==> src/rtl/fwd_hazard_ctrl_if.sv <==
// Decode-to-forwarding-controller bundle.
// Valid semantics: id_valid marks the ID-stage fields as a real instruction in
// that cycle; there is no ready. The controller instead answers with stall,
// which is a combinational request to hold PC/IF-ID and re-present the same ID
// instruction next cycle. flush squashes the ID instruction and overrides stall.
interface fwd_hazard_ctrl_if #(
  parameter int REG_BITS = 5
);
  logic                id_valid;
  logic [REG_BITS-1:0] id_rn;
  logic [REG_BITS-1:0] id_rm;
  logic                id_use_imm;
  logic [REG_BITS-1:0] id_rd;
  logic                id_reg_write;
  logic                id_mem_read;
  logic                flush;
  logic                stall;
  logic [1:0]          fwd_a;
  logic [1:0]          fwd_b;

  // Decode side drives the ID fields and consumes the controls.
  modport master (
    output id_valid, id_rn, id_rm, id_use_imm, id_rd, id_reg_write,
           id_mem_read, flush,
    input  stall, fwd_a, fwd_b
  );

  // Forwarding/hazard controller side.
  modport slave (
    input  id_valid, id_rn, id_rm, id_use_imm, id_rd, id_reg_write,
           id_mem_read, flush,
    output stall, fwd_a, fwd_b
  );
endinterface

==> src/rtl/fwd_hazard_ctrl.sv <==
// Forwarding / load-use hazard controller for the 5-stage pipeline.
// Keeps a 2-entry shadow of the EX and MEM destination info and produces
// registered EX operand mux selects plus a combinational load-use stall.
// Select codes: 00 regfile, 01 MEM ALU result, 10 WB write data, 11 immediate.
// WB producers need no forwarding because the regfile writes on the negedge.
module fwd_hazard_ctrl #(
  parameter int REG_BITS = 5,
  parameter int ZERO_REG = 31
) (
  input  logic                 clk,
  input  logic                 reset_n,
  fwd_hazard_ctrl_if.slave     bus
);

  localparam logic [1:0] SEL_RF  = 2'b00;
  localparam logic [1:0] SEL_MEM = 2'b01;
  localparam logic [1:0] SEL_WB  = 2'b10;
  localparam logic [1:0] SEL_IMM = 2'b11;
  localparam logic [REG_BITS-1:0] ZR = ZERO_REG[REG_BITS-1:0];

  // Shadow pipe: instruction currently in EX and in MEM
  logic                ex_v, ex_wr, ex_ld;
  logic [REG_BITS-1:0] ex_rd;
  logic                mem_v, mem_wr;
  logic [REG_BITS-1:0] mem_rd;

  logic [1:0] fwd_a_q, fwd_b_q;
  logic [1:0] fwd_a_nxt, fwd_b_nxt;
  logic       hit_ex_rn, hit_ex_rm, hit_mem_rn, hit_mem_rm;
  logic       stall_c, bubble;

  // A producer entry matches a source only if it really writes a non-XZR reg
  function automatic logic hit(input logic v, input logic wr,
                               input logic [REG_BITS-1:0] rd,
                               input logic [REG_BITS-1:0] r);
    return v & wr & (rd == r) & (r != ZR);
  endfunction

  // Hazard detection, bubble decision and next select codes
  always_comb begin
    hit_ex_rn  = hit(ex_v, ex_wr, ex_rd, bus.id_rn);
    hit_ex_rm  = hit(ex_v, ex_wr, ex_rd, bus.id_rm);
    hit_mem_rn = hit(mem_v, mem_wr, mem_rd, bus.id_rn);
    hit_mem_rm = hit(mem_v, mem_wr, mem_rd, bus.id_rm);
    // A load in EX cannot supply its data yet; rm only matters if it is used
    stall_c = bus.id_valid & ~bus.flush & ex_ld &
              (hit_ex_rn | (~bus.id_use_imm & hit_ex_rm));
    bubble  = stall_c | bus.flush | ~bus.id_valid;
    fwd_a_nxt = SEL_RF;
    fwd_b_nxt = SEL_RF;
    if (!bubble) begin
      // Nearest producer (EX, becoming MEM) wins over the older one
      if (hit_ex_rn)       fwd_a_nxt = SEL_MEM;
      else if (hit_mem_rn) fwd_a_nxt = SEL_WB;
      if (bus.id_use_imm)  fwd_b_nxt = SEL_IMM;
      else if (hit_ex_rm)  fwd_b_nxt = SEL_MEM;
      else if (hit_mem_rm) fwd_b_nxt = SEL_WB;
    end
  end

  // Advance the shadow pipe and register the selects for the EX stage
  always_ff @(posedge clk or negedge reset_n) begin
    if (!reset_n) begin
      ex_v    <= 1'b0;
      ex_wr   <= 1'b0;
      ex_ld   <= 1'b0;
      ex_rd   <= '0;
      mem_v   <= 1'b0;
      mem_wr  <= 1'b0;
      mem_rd  <= '0;
      fwd_a_q <= SEL_RF;
      fwd_b_q <= SEL_RF;
    end else begin
      mem_v  <= ex_v;
      mem_wr <= ex_wr;
      mem_rd <= ex_rd;
      if (bubble) begin
        ex_v  <= 1'b0;
        ex_wr <= 1'b0;
        ex_ld <= 1'b0;
        ex_rd <= '0;
      end else begin
        ex_v  <= 1'b1;
        ex_wr <= bus.id_reg_write;
        ex_ld <= bus.id_mem_read;
        ex_rd <= bus.id_rd;
      end
      fwd_a_q <= fwd_a_nxt;
      fwd_b_q <= fwd_b_nxt;
    end
  end

  assign bus.stall = stall_c;
  assign bus.fwd_a = fwd_a_q;
  assign bus.fwd_b = fwd_b_q;

endmodule

==> src/flat_wrapper.sv <==
// flat-port wrapper written by rule: the top's interface ports become plain ports
module fwd_hazard_ctrl_flat 
#(
  parameter int REG_BITS = 5,
  parameter int ZERO_REG = 31
)
  (clk, reset_n, bus_id_valid, bus_id_rn, bus_id_rm, bus_id_use_imm, bus_id_rd, bus_id_reg_write, bus_id_mem_read, bus_flush, bus_stall, bus_fwd_a, bus_fwd_b);
  fwd_hazard_ctrl_if #(.REG_BITS(REG_BITS)) bus_i ();
  input  logic clk;
  input  logic reset_n;
  input wire logic [$bits(bus_i.id_valid)-1:0] bus_id_valid;
  input wire logic [$bits(bus_i.id_rn)-1:0] bus_id_rn;
  input wire logic [$bits(bus_i.id_rm)-1:0] bus_id_rm;
  input wire logic [$bits(bus_i.id_use_imm)-1:0] bus_id_use_imm;
  input wire logic [$bits(bus_i.id_rd)-1:0] bus_id_rd;
  input wire logic [$bits(bus_i.id_reg_write)-1:0] bus_id_reg_write;
  input wire logic [$bits(bus_i.id_mem_read)-1:0] bus_id_mem_read;
  input wire logic [$bits(bus_i.flush)-1:0] bus_flush;
  output wire logic [$bits(bus_i.stall)-1:0] bus_stall;
  output wire logic [$bits(bus_i.fwd_a)-1:0] bus_fwd_a;
  output wire logic [$bits(bus_i.fwd_b)-1:0] bus_fwd_b;
  assign bus_i.id_valid = bus_id_valid;
  assign bus_i.id_rn = bus_id_rn;
  assign bus_i.id_rm = bus_id_rm;
  assign bus_i.id_use_imm = bus_id_use_imm;
  assign bus_i.id_rd = bus_id_rd;
  assign bus_i.id_reg_write = bus_id_reg_write;
  assign bus_i.id_mem_read = bus_id_mem_read;
  assign bus_i.flush = bus_flush;
  assign bus_stall = bus_i.stall;
  assign bus_fwd_a = bus_i.fwd_a;
  assign bus_fwd_b = bus_i.fwd_b;
  fwd_hazard_ctrl #(.REG_BITS(REG_BITS), .ZERO_REG(ZERO_REG)) u_core (.clk(clk), .reset_n(reset_n), .bus(bus_i));
endmodule
==> config.mk <==
export PLATFORM = sky130hd
export DESIGN_NAME = fwd_hazard_ctrl_flat
export DESIGN_NICKNAME = d
export VERILOG_FILES = /design/src/rtl/fwd_hazard_ctrl_if.sv /design/src/rtl/fwd_hazard_ctrl.sv /design/src/flat_wrapper.sv
export SDC_FILE = /design/constraint.sdc
export NUM_CORES = 1
export LEC_CHECK = 0
export ABC_AREA = 1
export CORE_UTILIZATION = 35
export DETAILED_ROUTE_END_ITERATION = 7
export PLACE_DENSITY_LB_ADDON = 0.1
export SKIP_LAST_GASP = 1
export SYNTH_ARGS = -nofsm -noshare
export SYNTH_HDL_FRONTEND = slang
export SYNTH_SLANG_ARGS = --single-unit
==> constraint.sdc <==
create_clock -name clk -period 1.55 [get_ports clk]
set_input_delay 0.3875 -clock clk [delete_from_list [all_inputs] [get_ports clk]]
set_output_delay 0.3875 -clock clk [all_outputs]
set_load 0.05 [all_outputs]
# Yosys cells after proc, flatten, opt, wreduce, memory -nomap -nowiden
# Cells that the tools add are included.
totals:
  regBits: 19
  inputBits: 22
  out_inout_bits: 5
  wordCells: 46
op_classes:
  eq_ne: 6
  mux: 11
  bitwise: 20
ops:
  columns: ["op", "count"]
  rows:
  - ["5-bit == test", 4]
  - ["1-bit AND", 14]
  - ["2-bit 2-to-1 mux", 7]
  - ["5-bit inequality test, second input constant", 2]
  - ["5-bit 2-to-1 mux", 1]
  - ["1-bit 2-to-1 mux", 3]
  - ["1-bit NOT", 3]
  - ["1-bit bitwise OR", 3]

# Logic depth before layout (Yosys ltp)
# Gate-level depths: netlist (run 1).
logic_depth:
  depth_word: 9
  depth_mapped: 10
  ltp_nobuf: 9

# Least setup slack after synthesis (run 1)
# No wires, ideal clock.
synth_timing:
  path_type: "register to output"
  from: "register u_core.ex_rd[3]"
  to: "output bus_stall"
  arrival_time_ns: 1.289
  path_slack_ns: -0.126
  stages_incl_launch_ff: 7
  path_cell_list: "dfrtp_1 -> or2_0 -> a21oi_1 -> nand3_1 -> nand2_1 -> nand2_2 -> inv_1"
synth_between:
  elab_chain_cells: 6
  word_cells_on_any_way: 9
synth_lines:
  columns: ["item", "line_no", "source"]
  rows:
  - ["from (decl)", "fwd_hazard_ctrl.sv:23", "logic [REG_BITS-1:0] ex_rd;"]
  - ["from (signal assigned)", "fwd_hazard_ctrl.sv:86", "ex_rd <= bus.id_rd;"]
  - ["5-bit == test", "fwd_hazard_ctrl.sv:36", "return v & wr & (rd == r) & (r != ZR);"]
  - ["1-bit AND (2 in a row)", "fwd_hazard_ctrl.sv:36", null]
  - ["1-bit AND", "fwd_hazard_ctrl.sv:47", "(hit_ex_rn | (~bus.id_use_imm & hit_ex_rm));"]
  - ["1-bit bitwise OR *", "fwd_hazard_ctrl.sv:47", null]
  - ["1-bit AND *", "fwd_hazard_ctrl.sv:46", "stall_c = bus.id_valid & ~bus.flush & ex_ld &"]
  - ["to (decl)", "flat_wrapper.sv:19", "output wire logic [$bits(bus_i.stall)-1:0] bus_stall;"]
# Every way passes the cells marked *; elsewhere a longest branch is shown, timed or not.

# Final worst setup path (run 1)
# Same ends and word-level chain as after synthesis.

==> results of run 1 <==
state kept, by name (all words and copies together) (netlist names):
signal,flops
u_core.bus.fwd_a,2
u_core.ex_ld,1
u_core.ex_v,1
u_core.bus.fwd_b,2
u_core.mem_v,1
u_core.mem_wr,1
u_core.mem_rd,5
u_core.ex_wr,1
u_core.ex_rd,5
power breakdown:
group,leakage [µW],switching (µW),internal [µW]
registers,0.000254,13.1,513
clock network,0.0000139,160,98.3
logic,0.000500,95.1,95.0
logic make-up after synthesis:
kind of cell              synth area share
buffers and inverters                0.126
and+or+nand+nor                      0.296
AOI/OAI and AO/OA                   0.0497
xor gates and xnor gates            0.0446
DFF                                  0.484
area by class of cell:
type,count,share of cell area
clock buffer,3,0.0153
clock inverter,1,0.00511
inverter,30,0.0791
multi-input combinational,85,0.287
sequential,19,0.324
tap,30,0.0255
timing repair buffer,38,0.264
placed cells by master, fill, tap and decap left out:
master and instances:
nor2_2 4, nand3_1 6, dfrtp_2 1, xor2_1 3, clkbuf_4 3, dfrtp_1 18
o21ai_0 3, clkinvlp_4 2, a21oi_1 3, buf_4 12, xnor2_1 2, nand2_2 1
inv_2 2, clkdlybuf4s50_1 11, or2_0 1, buf_12 5, nand2_1 33, nor2_1 20
nor3_1 2, nand2_8 2, a31oi_1 1, inv_1 27, nand4_1 2, dlygate4sd2_1 10
o22ai_1 2
worst reg2reg max path, stage by stage (launching register included):
cell and delay [ns]:
dfrtp_2 0.46, or2_0 0.21, a21oi_1 0.13, nand3_1 0.12, nand2_1 0.10, nand2_2 0.07
buf_4 0.18, nand2_8 0.09, nor2_1 0.04
timing repair:
| action | CTS | global route |
|---|---|---|
| pin swaps | 2 | 5 |
| gates cloned | 0 | 1 |
| buffers inserted | 0 | 1 |
| setup endpoints to repair | 13 | 13 |
| gates resized for setup | 12 | 6 |
through the flow:
step / area (µm²) / power [µW]
3_3_place_gp: 1410 / 719
5_1_grt: 1470 / 1030
2_1_floorplan: 986 / 607
3_5_place_dp: 1410 / 724
6_report: 1470 / 975
4_1_cts: 1430 / 984
how the worst min path moves through the flow:
| stage | start | to | slack (ns) | cells after the start |
|---|---|---|---|---|
| finish | u_core.ex_wr$_DFF_PN0_ | u_core.mem_wr$_DFF_PN0_ | 0.39 | 0 |
| global route | u_core.ex_v$_DFF_PN0_ | u_core.mem_v$_DFF_PN0_ | 0.40 | 0 |
| CTS | u_core.ex_wr$_DFF_PN0_ | u_core.mem_wr$_DFF_PN0_ | 0.39 | 0 |
| detailed placement | u_core.ex_wr$_DFF_PN0_ | u_core.mem_wr$_DFF_PN0_ | 0.36 | 0 |
| global placement | u_core.ex_v$_DFF_PN0_ | u_core.mem_v$_DFF_PN0_ | 0.36 | 0 |
| floorplan | reset_n | u_core.bus.fwd_a[0]$_DFF_PN0_ | 0.09 | 0 |
per-layer routing:
layer	routed length, µm	up-vias	share of wire
li1	-	484	-
met1	1080	428	0.46
met2	1130	33	0.48
met3	139	2	0.059
met4	15	0	0.0063
met5	0	-	0
==> out/qor.yml, run 1 <==
global_route:
  grt_busiest_layer: "met2"
  overflow: 0
  use_met3: 0.0410
  grtUsageMet2: 0.279
  grt_use_total: 0.171
  first_global_vias: 813
  grt_pass1_wl_mm: 3.44
  antenna_found_initial: 0
  grt_max_degree: 20
  met1_usage: 0.213
power_and_ir_drop:
  power_density_nw_per_um2: 663
  power.leakage_uw: 0.000768
  peakVddDrop_v: 0.000511
setup_path:
  critical_path.startpoint: "u_core.ex_rd[3]$_DFF_PN0_"
  r2r_slack_ns: 0.05
  criticalPathCategory: "reg -> out"
  crit_chain: "or2_0, a21oi_1, nand3_1, nand2_1, nand2_2, clkinvlp_4, buf_12"
  arrival_ns: 1.59
  rr_endpoint: "u_core.bus.fwd_b[0]$_DFF_PN0_"
  endpoint: "bus_stall"
  cp.required_ns: 1.16
  worstSetupStartpointType: "flop"
  critical-path-top-delay-family: "simple AND/OR/NAND/NOR gates"
  r2r_cells: 8
  slowest_delay_ns: 0.46
  reg2reg_from: "u_core.ex_rd[3]$_DFF_PN0_"
  worst-path-stages: 7
  end_kind: "primary output"
  crit_fanout: 5
  cp_num_buf_inv: 2
  cp_slowest_cell: "dfrtp_2"
cells_and_area:
  areaGrowthSynthToFinish_pct: 49.7
  drive_gt1_frac: 0.182
  multiInputGateArea_um2: 422
  final_util: 0.573
  diodes: 0
  seqCellArea_um2: 477
  nets: 199
  instances_no_fill: 206
  fillers: 250
cts:
  clk_pin_slew_ns: 0.11
  cts_buffers: 3
  cts_root_buf: "clkbuf_4"
  cts.path.max_buffers: 2
  clock_sinks: 19
  worstSkewPairLatency_ns: 0.30
  htree_num_levels: 1
  cts_tree: "built"
  cts_hold_buf: 0
run_status:
  status: "complete, but fails checks"
  violations: "setup timing"
floorplan:
  die_h_um: 55.0
  dieWidth_um: 55.0
  rows: 18
  core_um2: 2570
  die_area_um2: 3020
  start_util: 0.383
  top_level_ports: 27
placement:
  portBuffers: 26
  pre_cts_ws_ns: -0.593
  dp.cells: 200
  gp_congestion: 0.940
  dp_hpwl_mm: 1.74
yosys:
  yosys.area.top_type: "dfrtp_1"
  ys_types: 17
  postSynthAreaPerCell_um2: 7.33
  yosysWarnings: 0
  ys_top_cells_by_count: "33 x nand2_1, 30 x inv_1, 22 x nor2_1"
  synth-edff-count: 0
  synth-seq-cells: 19
  seq_area_frac_synth: 0.484
  ys_top_cells_by_area: "dfrtp_1 48%, nand2_1 13%, inv_1 11%"
  yosysMostFrequentCell: "nand2_1"
  syn_nets: 156
  async_reset_ff_frac: 1.00
  synthCells: 134
  synth-main-ff-cell: "dfrtp_1"
  syn-cell-area_um2: 982
  synth_top_area_frac: 0.484
sta:
  finClkSkew_ns: 0.00474
  tns_ns: -0.429
  finalHoldViolCount: 0
  finalCriticalPeriod_ns: 1.98
  holdWs_ns: 0.393
  slew_headroom: 0.836
  fmax_mhz: 505
  slew_viol_final: 0
  setup_viol: 1
  post-route-period-util: 1.28
  fin_ws_ns: -0.429
  worst_pin_slew_ns: 0.246
  rsz0062_at_grt: "yes"
routing:
  dr.first_iter.drc_count: 17
  route.detailed.drc: 0
  ant_nets: 0
  firstDrtPassIters: 4
  viasPerCell: 4.60
  routed_wirelength_mm: 2.37
  num_vias: 947
  wl_per_cell_um: 11.5
job:
  drv_cap: 0
hold_path:
  hold_path_class: "reg -> reg"
(Power assumes the default switching activity.)
==> inputs of run 2 (changes only) <==
- CORE_UTILIZATION: 35 -> 45
- TNS_END_PERCENT: unset -> 50
==> run 2 against run 1 <==
  * The run still ends with setup timing left
  * Via count grew 4.1%
  * Final area shrank 1.1%
  * Die area shrank 21%
  * Flip-flop and latch count is the same
  * Worst setup slack lost 0.047 ns
  * Core utilization grew 15 points
  * Hold slack lost 0.0081 ns
  * Wire length grew 1.9%
  * Critical path depth grew 2
  * Critical path type unchanged
  * Largest cell class unchanged
==> out/qor.yml, run 2 (synthesis gave the netlist of run 1 again) <==
run_status:
  status: "complete, but fails checks"
  violations: "setup timing"
global_route:
  grt_use_total: 0.217  # +0.0468
  grt_max_degree: 20  # unchanged
  grt_pass1_wl_mm: 4.00  # +16%
  antenna_found_initial: 0  # unchanged
  first_global_vias: 956  # +18%
  overflow: 0  # unchanged
cts:
  cts_buffers: 3  # unchanged
  worstSkewPairLatency_ns: 0.29  # about the same
  htree_num_levels: 1  # unchanged
  clk_pin_slew_ns: 0.11  # about the same
  cts.path.max_buffers: 2  # unchanged
  cts_root_buf: "clkbuf_4"
  clock_sinks: 19  # unchanged
  cts_tree: "built"
floorplan:
  core_um2: 2000  # -22%
  die_h_um: 48.7  # -11%
  start_util: 0.491  # +0.108
  die_area_um2: 2370  # -21%
  dieWidth_um: 48.7  # -11%
  top_level_ports: 27  # unchanged
  rows: 16  # -2
setup_path:
  r2r_slack_ns: -0.02  # -0.07 ns
  worstSetupStartpointType: "flop"
  rr_endpoint: "u_core.ex_rd[4]$_DFF_PN0_"
  arrival_ns: 1.64  # +0.05 ns
  reg2reg_from: "u_core.ex_rd[0]$_DFF_PN0_"
  crit_fanout: 4  # -1
  criticalPathCategory: "reg -> out"
  r2r_cells: 10  # +2
  end_kind: "primary output"
  cp.required_ns: 1.16  # about the same
routing:
  ant_nets: 0  # unchanged
  routed_wirelength_mm: 2.41  # +1.9%
  route.detailed.drc: 0  # unchanged
  dr.first_iter.drc_count: 29  # +12
  wl_per_cell_um: 11.9  # +3.4%
  viasPerCell: 4.86  # +5.7%
  firstDrtPassIters: 5  # +1
  num_vias: 986  # +4.1%
sta:
  tns_ns: -0.568  # -0.139 ns
  fmax_mhz: 494  # -2.3%
  finalHoldViolCount: 0  # unchanged
  setup_viol: 9  # +8
  worst_pin_slew_ns: 0.235  # -0.0109 ns
  rsz0062_at_grt: "yes"
  slew_headroom: 0.843  # +0.00725
  fin_ws_ns: -0.476  # -0.0470 ns
  finalCriticalPeriod_ns: 2.03  # +0.0470 ns
  finClkSkew_ns: 0.00789  # +0.00315 ns
  slew_viol_final: 0  # unchanged
  post-route-period-util: 1.31  # +0.0303
cells_and_area:
  diodes: 0  # unchanged
  multiInputGateArea_um2: 413  # -2.1%
  drive_gt1_frac: 0.182  # unchanged
  final_common_cell: "nand2_1"
  mostFrequentLayoutCells: "33 x nand2_1, 26 x inv_1, 20 x nor2_1"
  biggestRegsByFlops: "u_core.ex_rd: 5 flops, u_core.mem_rd: 5 flops"
  seqCellArea_um2: 475  # -0.26%
  nets: 199  # unchanged
  areaGrowthSynthToFinish_pct: 48.0
  fin_area_um2: 1450  # -1.1%
  fillers: 164  # -34%
hold_path:
  hold_end: "u_core.mem_wr$_DFF_PN0_"
  hold_depth: 0  # unchanged
  hold_path.startpoint: "u_core.ex_wr$_DFF_PN0_"
  hold_path_class: "reg -> reg"
placement:
  portBuffers: 26  # unchanged
  gp_congestion: 0.878  # -6.6%
  placed_cell_area_um2: 1390  # -1.3%
  dp_hpwl_mm: 1.73  # -0.34%
  pre_cts_ws_ns: -0.634  # -0.0406 ns
power_and_ir_drop:
  power_density_nw_per_um2: 660  # -0.38%
  pwr-share-clk: 0.257  # -0.008
  switchingPower_uw: 258  # -3.6%
  intPower_uw: 702  # -0.66%
  power_frac_comb: 0.195  # about the same
  peakVddDrop_v: 0.000559  # +9.4%
  seqPwrFrac: 0.548  # +0.008
  switching_share: 0.269  # -0.00605
  power.leakage_uw: 0.000770  # +0.24%
job:
  drv_cap: 0  # unchanged
-- run 2: stage by stage --
stage / util / instances / hold WS (ns) / power (µW)
2_1_floorplan: - / 134 / 0.0919 / 607
3_3_place_gp: 0.693 / 195 / 0.357 / 715
3_5_place_dp: 0.693 / 195 / 0.360 / 722
4_1_cts: 0.716 / 201 / 0.387 / 960
5_1_grt: 0.726 / 203 / 0.414 / 1010
6_report: 0.726 / 203 / 0.385 / 960
-- run 2: area by class of cell --
| type | instances | share of cell area |
|---|---|---|
| Clock buffer | 3 | 0.0155 |
| Sequential cell | 19 | 0.327 |
| Inverter | 30 | 0.0800 |
| Tap cell | 27 | 0.0232 |
| Timing Repair Buffer | 38 | 0.267 |
| Clock inverter | 1 | 0.00344 |
| Multi-Input combinational cell | 85 | 0.284 |
-- run 2: worst max path at each step --
stage	start	to	slack, ns	cells after the start
CTS	u_core.ex_rd[3]$_DFF_PN0_	bus_stall	-0.44	7
global placement	bus_id_rn[1]	bus_stall	-0.58	10
floorplan	bus_id_rn[3]	bus_stall	0.003	6
global route	u_core.ex_rd[0]$_DFF_PN0_	bus_stall	-0.57	9
finish	u_core.ex_rd[0]$_DFF_PN0_	bus_stall	-0.48	9
detailed placement	bus_id_rm[3]	bus_stall	-0.63	10
-- run 2: repair_timing --
| action | 4_1_cts | 5_1_grt |
|---|---|---|
| buffers inserted | 2 | 2 |
| hold buffers | 0 | 0 |
| endpoints found under the setup margin | 13 | 13 |
| gates resized for setup | 13 | 4 |
| pin swaps | 3 | 5 |
| cloned | 0 | 1 |
-- run 2: power by group through the flow --
stage               Clock (µW)  Combinational [µW]  Sequential [µW]
floorplan                    0                68.2              538
global placement             0                 181              535
detailed placement           0                 186              536
CTS                        252                 182              526
global route               272                 208              528
finish                     247                 187              526
-- run 2: metal layers --
| metal | part of all wire | global-route usage | up-vias | wire length (µm) |
|---|---|---|---|---|
| met5 | 0 | 0 | - | 0 |
| met4 | 0.010 | 0.0588 | 0 | 25 |
| met3 | 0.043 | 0.0283 | 4 | 104 |
| met2 | 0.51 | 0.377 | 34 | 1240 |
| met1 | 0.43 | 0.283 | 465 | 1040 |
| li1 | - | - | 483 | - |
-- run 2: worst max-delay path: stages, from the launching register on --
cell        delay [ns]
dfrtp_1           0.42
inv_2             0.05
nand2_1           0.05
nand3_1           0.09
nor2_2            0.17
nand4_1           0.15
nand2_1           0.12
nand2_2           0.08
clkinvlp_4        0.09
buf_12            0.13
